===== src/rtl/uart_pkg.sv =====
// Shared UART definitions: receiver state encodings, default frame geometry
// and the three-sample majority vote used for bit recovery.
package uart_pkg;

    localparam int UART_DATA_BITS  = 8;
    localparam int UART_OVERSAMPLE = 16;

    typedef enum logic [2:0] {
        IDLE,
        START,
        DATA,
        STOP,
        WAIT_HIGH
    } rxState_e;

    function automatic logic majority3(input logic a, input logic b, input logic c);
        return (a & b) | (a & c) | (b & c);
    endfunction

endpackage


===== src/rtl/uart_rx_sync.sv =====
// Two-flop synchroniser for an asynchronous input that idles high; both
// stages reset to 1 so a reset never looks like a falling edge downstream.
module uart_rx_sync (
    input  logic clk,
    input  logic reset,
    input  logic async_i,
    output logic sync_o
);

    logic [1:0] stages_q;

    always_ff @(posedge clk or posedge reset) begin
        if (reset) begin
            stages_q <= 2'b11;
        end else begin
            stages_q <= {stages_q[0], async_i};
        end
    end

    assign sync_o = stages_q[1];

endmodule


===== src/rtl/uart_rx_oversampled.sv =====
// 8N1 UART receiver driven by a shared oversampling tick: mid-bit start
// validation, three-sample majority vote per bit, registered strobes.
module uart_rx_oversampled
    import uart_pkg::*;
#(
    parameter int DATA_BITS  = UART_DATA_BITS,
    parameter int OVERSAMPLE = UART_OVERSAMPLE
) (
    input  logic                 clk,
    input  logic                 reset,
    input  logic                 br_tick,
    input  logic                 rx,
    output logic [DATA_BITS-1:0] rx_data,
    output logic                 rx_done,
    output logic                 frame_err,
    output logic                 rx_busy
);

    localparam int TICK_W = $clog2(OVERSAMPLE);
    localparam int BIT_W  = $clog2(DATA_BITS);

    localparam logic [TICK_W-1:0] TICK_MID  = TICK_W'(OVERSAMPLE / 2 - 1);
    localparam logic [TICK_W-1:0] TICK_S0   = TICK_W'(OVERSAMPLE - 3);
    localparam logic [TICK_W-1:0] TICK_S1   = TICK_W'(OVERSAMPLE - 2);
    localparam logic [TICK_W-1:0] TICK_LAST = TICK_W'(OVERSAMPLE - 1);
    localparam logic [BIT_W-1:0]  BIT_LAST  = BIT_W'(DATA_BITS - 1);

    logic                 rxS;
    rxState_e             state_q, state_d;
    logic [TICK_W-1:0]    tickCnt_q, tickCnt_d;
    logic [BIT_W-1:0]     bitCnt_q, bitCnt_d;
    logic [DATA_BITS-1:0] shift_q, shift_d;
    logic [1:0]           samples_q, samples_d;
    logic [DATA_BITS-1:0] rxData_q, rxData_d;
    logic                 rxDone_q, rxDone_d;
    logic                 frameErr_q, frameErr_d;
    logic                 busy_q, busy_d;
    logic                 bitDecided;
    logic                 voteBit;

    uart_rx_sync u_sync (
        .clk     (clk),
        .reset   (reset),
        .async_i (rx),
        .sync_o  (rxS)
    );

    assign bitDecided = br_tick && (tickCnt_q == TICK_LAST);
    assign voteBit    = majority3(samples_q[0], samples_q[1], rxS);

    always_ff @(posedge clk or posedge reset) begin
        if (reset) begin
            state_q    <= IDLE;
            tickCnt_q  <= '0;
            bitCnt_q   <= '0;
            shift_q    <= '0;
            samples_q  <= '0;
            rxData_q   <= '0;
            rxDone_q   <= 1'b0;
            frameErr_q <= 1'b0;
            busy_q     <= 1'b0;
        end else begin
            state_q    <= state_d;
            tickCnt_q  <= tickCnt_d;
            bitCnt_q   <= bitCnt_d;
            shift_q    <= shift_d;
            samples_q  <= samples_d;
            rxData_q   <= rxData_d;
            rxDone_q   <= rxDone_d;
            frameErr_q <= frameErr_d;
            busy_q     <= busy_d;
        end
    end

    // Counters are zeroed on every transition so each state starts its own count.
    always_comb begin
        state_d   = state_q;
        tickCnt_d = tickCnt_q;
        bitCnt_d  = bitCnt_q;
        shift_d   = shift_q;
        samples_d = samples_q;
        rxData_d  = rxData_q;
        case (state_q)
            IDLE: begin
                tickCnt_d = '0;
                bitCnt_d  = '0;
                if (!rxS) begin
                    state_d = START;
                end
            end
            START: begin
                if (br_tick) begin
                    if (tickCnt_q == TICK_MID) begin
                        tickCnt_d = '0;
                        bitCnt_d  = '0;
                        state_d   = rxS ? IDLE : DATA;
                    end else begin
                        tickCnt_d = tickCnt_q + 1'b1;
                    end
                end
            end
            DATA, STOP: begin
                if (br_tick) begin
                    tickCnt_d = tickCnt_q + 1'b1;
                    if (tickCnt_q == TICK_S0) begin
                        samples_d[0] = rxS;
                    end
                    if (tickCnt_q == TICK_S1) begin
                        samples_d[1] = rxS;
                    end
                    if (bitDecided) begin
                        tickCnt_d = '0;
                        if (state_q == DATA) begin
                            shift_d = {voteBit, shift_q[DATA_BITS-1:1]};
                            if (bitCnt_q == BIT_LAST) begin
                                bitCnt_d = '0;
                                state_d  = STOP;
                            end else begin
                                bitCnt_d = bitCnt_q + 1'b1;
                            end
                        end else begin
                            bitCnt_d = '0;
                            if (voteBit) begin
                                rxData_d = shift_q;
                                state_d  = IDLE;
                            end else begin
                                state_d  = WAIT_HIGH;
                            end
                        end
                    end
                end
            end
            WAIT_HIGH: begin
                tickCnt_d = '0;
                bitCnt_d  = '0;
                if (rxS) begin
                    state_d = IDLE;
                end
            end
            default: begin
                state_d = IDLE;
            end
        endcase
    end

    always_comb begin
        rxDone_d   = 1'b0;
        frameErr_d = 1'b0;
        busy_d     = (state_d != IDLE);
        if ((state_q == STOP) && bitDecided) begin
            rxDone_d   = voteBit;
            frameErr_d = !voteBit;
        end
    end

    assign rx_data   = rxData_q;
    assign rx_done   = rxDone_q;
    assign frame_err = frameErr_q;
    assign rx_busy   = busy_q;

endmodule


===== config.mk =====
export PLATFORM = sky130hd
export DESIGN_NAME = uart_rx_oversampled
export DESIGN_NICKNAME = d
export VERILOG_FILES = /design/src/rtl/uart_pkg.sv /design/src/rtl/uart_rx_sync.sv /design/src/rtl/uart_rx_oversampled.sv
export SDC_FILE = /design/constraint.sdc
export NUM_CORES = 1
export LEC_CHECK = 0
export ABC_CLOCK_PERIOD_IN_PS = 2300
export BUFFER_PORTS_ARGS = -buffer_cell sky130_fd_sc_hd__buf_2
export CAP_MARGIN = 20
export CORE_UTILIZATION = 31
export CTS_BUF_LIST = sky130_fd_sc_hd__clkbuf_16
export CTS_CLUSTER_SIZE = 40
export DETAILED_ROUTE_END_ITERATION = 6
export GPL_TIMING_DRIVEN = 1
export SLEW_MARGIN = 30
export SYNTH_ARGS = -nofsm -noshare
export SYNTH_HDL_FRONTEND = slang
export SYNTH_SLANG_ARGS = --single-unit

===== constraint.sdc =====
create_clock -name clk -period 2.3 [get_ports clk]
set_input_delay 0.345 -clock clk [delete_from_list [all_inputs] [get_ports clk]]
set_output_delay 0.345 -clock clk [all_outputs]
set_load 0.005 [all_outputs]

# Word level (Yosys, flattened, before mapping)
# Index checks and enable logic that the tools add are counted.
[op_classes] n_eq_ne=13 add_sub_neg=2 reduce_logical=14 bitwise_logic=6 muxes=25
[op_table] operator="3-bit two-way mux" n=15
[op_table] operator="4-bit two-way mux" n=4
[op_table] operator="4-bit equality test (second input constant)" n=3
[op_table] operator="3-bit one-hot mux with 4 select lines" n=1
[op_table] operator="4-bit one-hot mux with 3 select lines" n=1
[op_table] operator="5-bit AND reduction" n=2
[op_table] operator="3-bit one-hot mux with 3 select lines" n=1
[op_table] operator="3-bit AND reduction" n=3
[op_table] operator="2-bit inequality test (second input constant)" n=4
[op_table] operator="3-bit by 2-bit equality test with 1-bit output (second input constant)" n=2
[op_table] operator="3-bit equality test (second input constant)" n=2
[op_table] operator="3-bit nonzero test" n=2
[op_table] operator="4-bit by 1-bit adder with 4-bit output (second input constant)" n=1
[op_table] operator="4-bit by 3-bit equality test with 1-bit output (second input constant)" n=1
[op_table] operator="4-bit AND reduction" n=1
[op_table] operator="2-bit OR reduction" n=2
[op_table] operator="3-bit by 1-bit adder with 3-bit output (second input constant)" n=1
[op_table] operator="1-bit bitwise AND" n=3
[op_table] operator="3-bit by 1-bit equality test with 1-bit output (second input constant)" n=1
[op_table] operator="3-bit logical NOT" n=1
[op_table] operator="1-bit logical AND" n=2
[op_table] operator="1-bit two-way mux" n=2
[op_table] operator="2-bit two-way mux" n=1
[op_table] operator="1-bit bitwise OR" n=2
[op_table] operator="other kinds (2)" n=2
[totals] wordCells=71 reg_bits=33 input_bits=4 output_inout_bits=11

# Logic depth before layout (Yosys ltp)
# Gate-level depths: netlist of run 1.
[logic_depth] ltp_word=9 mapped_depth=6 mapped_depth_nobuf=6

# Cells and area by module
# A second synthesis of run 1 with hierarchy kept.
[unflattened] cells_unflattened=115 area_unflattened_um2=1524.0
[modules_own_cells] module="uart_rx_oversampled" cells_each=112 n_inst=1 area_each_um2=1467.7
[modules_own_cells] module="uart_rx_sync" cells_each=3 n_inst=1 area_each_um2=56.3

# Least setup slack after synthesis of run 1
# No wires, ideal clock.
[synth_path] kind="register to register" from="reg tickCnt_q[0]" to="reg shift_q[0]" setup_slack_ns=0.655 stages_incl_launch_ff=5 path_buffers=0 arrival_time_ns=1.521 setup_ns=0.125 cell_sequence="dfrtp_1 -> ha_1 -> nand4_4 -> nor3_4 -> mux2_2"
[synth_between] elab_chain_len=3
[synth_rtl] element="from (decl)" line="uart_rx_oversampled.sv:30" source="logic [TICK_W-1:0] tickCnt_q, tickCnt_d;"
[synth_rtl] element="from (signal assigned)" line="uart_rx_oversampled.sv:64" source="tickCnt_q <= tickCnt_d;"
[synth_rtl] element="4-bit equality test" line="uart_rx_oversampled.sv:48" source="assign bitDecided = br_tick && (tickCnt_q == TICK_LAST);"
[synth_rtl] element="1-bit logical AND" line="uart_rx_oversampled.sv:48"
[synth_rtl] element="4-bit AND reduction (no source line)"
[synth_rtl] element="to (signal assigned)" line="uart_rx_oversampled.sv:66" source="shift_q <= shift_d;"
[synth_rtl] element="to (decl)" line="uart_rx_oversampled.sv:32" source="logic [DATA_BITS-1:0] shift_q, shift_d;"
# No other way between the ends.
# A chain may end at the register's enable or synchronous reset.

# Final worst setup path of run 1
# Ends and elaborated chain as after synthesis.

==> results of run 1 <==
[through the flow]
step / hold slack [ns] / utilization
global route: 0.160 / 0.379
finish: 0.148 / 0.379
CTS: 0.161 / 0.379
detailed placement: 0.347 / 0.350
floorplan: 0.345 / -
global placement: 0.347 / 0.350
[kinds of logic after synthesis]
family,count (synthesis),share of synthesized area
buffers and inverters,13,0.0379
xor gates and xnor gates,3,0.0173
DFF,33,0.546
adders and majority gates,6,0.0478
AOI/OAI and AO/OA,12,0.0561
muxes,18,0.134
and+or+nand+nor,34,0.162
[final cells by class]
class                           instances  area (um^2)  share of cell area
Clock buffer                            5          125              0.0699
Tap cell                               67         83.8              0.0469
Timing Repair Buffer                   15         77.6              0.0434
Clock inverter                          3         12.5             0.00699
Sequential cell                        33          828               0.463
Multi-Input combinational cell         73          632               0.353
Inverter                                8         30.0              0.0168
[synthesized netlist by cell type, drive strengths merged, types with 2 or more instances]
| master | n |
|---|---|
| a211oi | 2 |
| a21oi | 2 |
| and4 | 2 |
| buf | 4 |
| dfrtp | 31 |
| dfstp | 2 |
| ha | 5 |
| inv | 8 |
| mux2 | 18 |
| nand2 | 6 |
| nand2b | 2 |
| nand4 | 3 |
| nor2 | 9 |
| nor3 | 3 |
| nor4 | 3 |
| o21ai | 2 |
| xnor2 | 2 |
[sequential cells by signal (all words and copies together) (netlist names)]
register,count
frame_err,1
rx_data,8
bitCnt_q,3
rx_busy,1
shift_q,8
rx_done,1
state_q,3
samples_q,2
tickCnt_q,4
u_sync.stages_q,2
[path summary, 6_finish.rpt]
check | cells after the start | to | start
worst max-delay path | 4 | shift_q[0] | tickCnt_q[0]
min in group clk | 1 | u_sync.stages_q[0] | rx
max in group asynchronous | 3 | u_sync.stages_q[1] | reset
worst max register to register | 4 | shift_q[0] | tickCnt_q[0]
worst min-delay path | 3 | rx_busy | reset
worst min register to register | 0 | u_sync.stages_q[1] | u_sync.stages_q[0]
[layer usage]
metal / global-route usage / wire length (um) / vias up
met5: 0 / 0 / -
met1: 0.144 / 1170 / 470
met2: 0.178 / 1210 / 15
met4: 0.0632 / 43 / 0
li1: - / - / 454
met3: 0.0417 / 86 / 5
[power by group]
group	internal [mW]	total (mW)	switching [mW]
Clock	0.390	0.614	0.224
Sequential	0.643	0.762	0.120
Combinational	0.111	0.277	0.166
[tightest hold or removal path, delay by kind of cell]
kind / cells / cell delay, ns
buffers and inverters: 3 / 0.50
==> flow_summary.yaml, run 1 <==
cts:
  insertion_delay_ns: 0.27
  postCtsSetupBuffers: 0
  cts-hold-fix-buffers: 0
  clk_pin_slew_ns: 0.05
  ctsResizeCount: 0
  cts_buffers: 5
  cts_max_path_buffers: 2
  clock-sinks: 33
  cts_tree: "done"
  htreeDepth: 2
  clockRootBuffer: "clkbuf_16"
sta:
  drv_slew: 0
  final-setup-viol-count: 0
  fin_skew_ns: 0.00438
  setup_slack_ns: 0.478
  hold_violations: 0
  final.min_clock_period_ns: 1.82
  max_freq_mhz: 549
  tightest_slew_ns: 0.416
  slew_headroom: 0.722
  rsz0062_at_grt: "false"
  min_period_over_period: 0.792
  finalSetupTns_ns: 0
setup_path:
  cp_top_family: "simple AND/OR/NAND/NOR gates"
  critical_path_class: "register to register"
  cp_num_buf_inv: 0
  cp-end-kind: "register"
  cpPeakStageDelay_ns: 0.43
  critPathArrivalTime_ns: 1.98
  path_max_fanout: 8
  start_kind: "register"
  crit_slowest_cell: "dfrtp_1"
  r2r_slack_ns: 0.48
  cp.required_ns: 2.46
  path_cells: "ha_1, nand4_4, nor3_4, mux2_2"
synthesis:
  ys_warn_count: 0
  synth_edf_count: 0
  yosysTopAreaCell: "dfrtp_1"
  synth_cell_types: 38
  ys_seq_area_frac: 0.546
  synth_area_um2: 1520
  synth-seq-cells: 33
  synth.net_count: 128
  synth_area_leaders: "dfrtp_1 (51%), mux2_2 (13%), ha_1 (4.1%)"
  synth.avg_cell_area_um2: 12.8
  netlist.area_leader.share: 0.511
  synthArstFlopShare: 1.00
  syn-instance-count: 119
  synthFlopType: "dfrtp_1"
detailed_routing:
  drc: 0
  drt_iter0_drc: 48
  vias: 944
  drt-wirelength-per-cell_um: 12.3
  wirelength_mm: 2.51
  vias_per_cell: 4.63
  ant_nets: 0
  dr.pass1.iters: 4
global_route:
  grt_max_degree: 34
  grt_usage: 0.116
  overflow: 0
  grt_pass1_vias: 957
  grt_pass1_wl_mm: 4.48
  antenna_found_initial: 0
floorplanning:
  dieArea_um2: 5180
  pin_count: 15
  coreArea_um2: 4720
  start_util: 0.321
  row_count: 25
  die_height_um: 72.0
  die_width_um: 72.0
place:
  globalplace.congestion: 0.802
  post-place-ws_ns: 0.479
  dp_cells: 196
  place_area_um2: 1650
  dpl.hpwl_mm: 1.83
  port_buffers: 14
final_layout:
  fin_nets: 145
  drive_gt1_frac: 0.365
  final_cells: 204
  final_cell_mix: "dfrtp_1 (31), mux2_2 (18), buf_2 (14)"
  diodes: 0
  finalInstanceArea_um2: 1790
  syn_to_final_growth_pct: 17.9
  final_common_cell: "dfrtp_1"
  fillerInstances: 465
power_and_ir_drop:
  p_leak_nw: 0.898
  power_mw: 1.65
  p_per_area_nw_per_um2: 924
  ir_drop_uv: 303
status:
  outcome: "finished, final reports clean"
flow_run:
  maxCapViolCount: 0
worst_hold_path:
  hold_path_class: "primary input to asynchronous set/reset pin"
Note: power is estimated with default switching activity, not from simulation.
==> run 2, diff against run 1 <==
--- a/config.mk
+++ b/config.mk
@@ -5,7 +5,8 @@
 export SDC_FILE = /design/constraint.sdc
 export NUM_CORES = 1
 export LEC_CHECK = 0
-export ABC_CLOCK_PERIOD_IN_PS = 2300
+export ABC_AREA = 1
+export ABC_CLOCK_PERIOD_IN_PS = 1520
 export BUFFER_PORTS_ARGS = -buffer_cell sky130_fd_sc_hd__buf_2
 export CAP_MARGIN = 20
 export CORE_UTILIZATION = 31
==> constraint.sdc (replaced) <==
create_clock -name clk -period 1.52 [get_ports clk]
set_input_delay 0.228 -clock clk [delete_from_list [all_inputs] [get_ports clk]]
set_output_delay 0.228 -clock clk [all_outputs]
set_load 0.005 [all_outputs]
==> run 2 against run 1 <==
- sequential cell count did not move
- die area rose by 0.88%
- non-clock buffer count rose by 3
- clock power rose by 50%
- synthesized area rose by 0.91%
- sequential power rose by 43%
- highest routed layer unchanged
==> flow_summary.yaml, run 2 <==
status:
  outcome: "finished, final reports clean"
floorplanning:
  start_util: 0.324
  coreArea_um2: 4720
  row_count: 25
  dieArea_um2: 5230
  pin_count: 15
  die_height_um: 72.3
  die_width_um: 72.3
synthesis:
  synth.most_common_cell: "nand2_1"
  synthTopCellsByCount: "nand2_1 (43), dfrtp_1 (31), inv_1 (20), nor2_1 (14), o21ai_0 (13)"
  syn-instance-count: 171
  yosysTopAreaCell: "dfrtp_1"
  ys_warn_count: 0
  synth-seq-cells: 33
  ys_seq_area_frac: 0.541
  synthArstFlopShare: 1.00
  synth_cell_types: 23
  synth.avg_cell_area_um2: 8.96
  netlist.area_leader.share: 0.507
  synth_area_um2: 1530
  synth_area_leaders: "dfrtp_1 (51%), nand2_1 (11%), inv_1 (4.9%)"
  synthFlopType: "dfrtp_1"
  synth_edf_count: 0
  synth.net_count: 180
detailed_routing:
  drt_iter0_drc: 96
  dr.pass1.iters: 4
  vias_per_cell: 4.24
  wirelength_mm: 2.71
  drt-wirelength-per-cell_um: 10.3
  vias: 1115
  drc: 0
  ant_nets: 0
sta:
  fin_skew_ns: 0.00334
  slew_headroom: 0.721
  min_period_over_period: 0.924
  final.min_clock_period_ns: 1.40
  hold_violations: 0
  finalSetupTns_ns: 0
  drv_slew: 0
  tightest_slew_ns: 0.418
  max_freq_mhz: 712
  final-setup-viol-count: 0
power_and_ir_drop:
  pwr-share-comb: 0.247
  netSwitchingFraction: 0.323
  seqPwrFrac: 0.407
  p_switching_mw: 0.863
  p_leak_nw: 0.961
  internal_power_mw: 1.81
  clkPwrFrac: 0.346
  ir_drop_uv: 568
  power_mw: 2.67
  p_per_area_nw_per_um2: 1440
cts:
  cts_max_path_buffers: 2
  clock-sinks: 33
  clockRootBuffer: "clkbuf_16"
  htreeDepth: 2
  insertion_delay_ns: 0.27
  cts_buffers: 5
  clk_pin_slew_ns: 0.05
  cts_tree: "done"
  cts-hold-fix-buffers: 0
global_route:
  antenna_found_initial: 0
  overflow: 0
  grt_max_degree: 34
  grt_pass1_vias: 1015
  grt_pass1_wl_mm: 4.54
  grt_usage: 0.114
place:
  globalplace.congestion: 0.807
  port_buffers: 14
  dpl.hpwl_mm: 1.89
setup_path:
  r2r_start: "tickCnt_q[0]"
  cp.required_ns: 1.73
  crit_slowest_cell: "dfrtp_1"
  critical_path_class: "register to register"
  critPathArrivalTime_ns: 1.62
  path_max_fanout: 7
  cpPeakStageDelay_ns: 0.37
  crit_path_start: "tickCnt_q[0]"
  start_kind: "register"
  path_cells: "ha_1, nand2_2, nor2_4, nand2_4, nor2_8, buf_4, nand2_1, nand2_1"
  crit_top_cell: "nand2_1"
  cp-end-kind: "register"
final_layout:
  drive_gt1_frac: 0.230
  fin_nets: 204
  syn_to_final_growth_pct: 20.9
  fillerInstances: 465
  diodes: 0
  fin_util: 0.392
  final_cell_mix: "nand2_1 (41), dfrtp_1 (31), inv_1 (21)"
  final_common_cell: "nand2_1"
flow_run:
  maxCapViolCount: 0
worst_hold_path:
  hold_path_class: "primary input to asynchronous set/reset pin"
==> run 2: cell families (layout without fill, tap and decap cells) <==
kind of cell	after synthesis	after routing	share of synthesized area
compound gates	28	28	0.0939
buf+inv	25	49	0.0735
simple gates	80	81	0.251
fa+ha+maj	5	5	0.0408
flops	33	33	0.541
==> run 2: layout make-up <==
cell class | count | area (um^2) | area share
well taps | 67 | 83.8 | 0.0453
clock inverters | 3 | 13.8 | 0.00743
repair buffers | 18 | 100 | 0.0541
inverters | 23 | 86.3 | 0.0466
clock buffers | 5 | 125 | 0.0676
flip-flops and latches | 33 | 828 | 0.447
multi-input cells | 114 | 614 | 0.332
==> run 2: through the flow <==
step | hold slack [ns] | area [um^2] | instances | setup slack [ns]
global placement | 0.347 | 1670 | 252 | 0.138
floorplan | 0.232 | 1530 | 171 | 0.222
CTS | 0.0569 | 1810 | 260 | 0.0915
detailed placement | 0.346 | 1670 | 252 | 0.104
finish | 0.0363 | 1850 | 263 | 0.115
global route | 0.0561 | 1850 | 263 | -0.0174
==> run 2: worst paths after layout <==
path / depth (start not counted) / endpoint / slack, ns
worst max-delay path: 8 / rx_data[0] / 0.12
worst min-delay path: 3 / bitCnt_q[0] / 0.04
worst max register to register: 8 / rx_data[0] / 0.12
worst min register to register: 0 / u_sync.stages_q[1] / 0.35
max in group asynchronous: 3 / u_sync.stages_q[0] / 1.15
min in group clk: 1 / u_sync.stages_q[0] / 0.07
==> run 2: what timing repair did <==
item                       4_1_cts  5_1_grt
setup buffers                    0        2
gates resized for setup          0        4
setup endpoints to repair        0       10
==> run 2: layer usage <==
metal,GRT usage,share of wire
met5,0,0
met4,0.0523,0.016
met3,0.0292,0.028
met2,0.167,0.45
met1,0.157,0.51
==> run 2: worst max-delay path: cells and delay by family, from the launching register on <==
kind	cells	cell delay, ns
buffers and inverters	1	0.14
AND/OR/NAND/NOR	6	0.64
flip-flops	1	0.37
adder cells (fa/ha/maj)	1	0.19
==> run 2: power groups by stage <==
stage	registers (mW)	logic, mW	clock network [mW]
2_1_floorplan	1.08	0.476	0
4_1_cts	1.09	0.629	0.947
3_5_place_dp	1.10	0.620	0
5_1_grt	1.11	0.761	0.989
3_3_place_gp	1.10	0.624	0
6_report	1.09	0.660	0.924
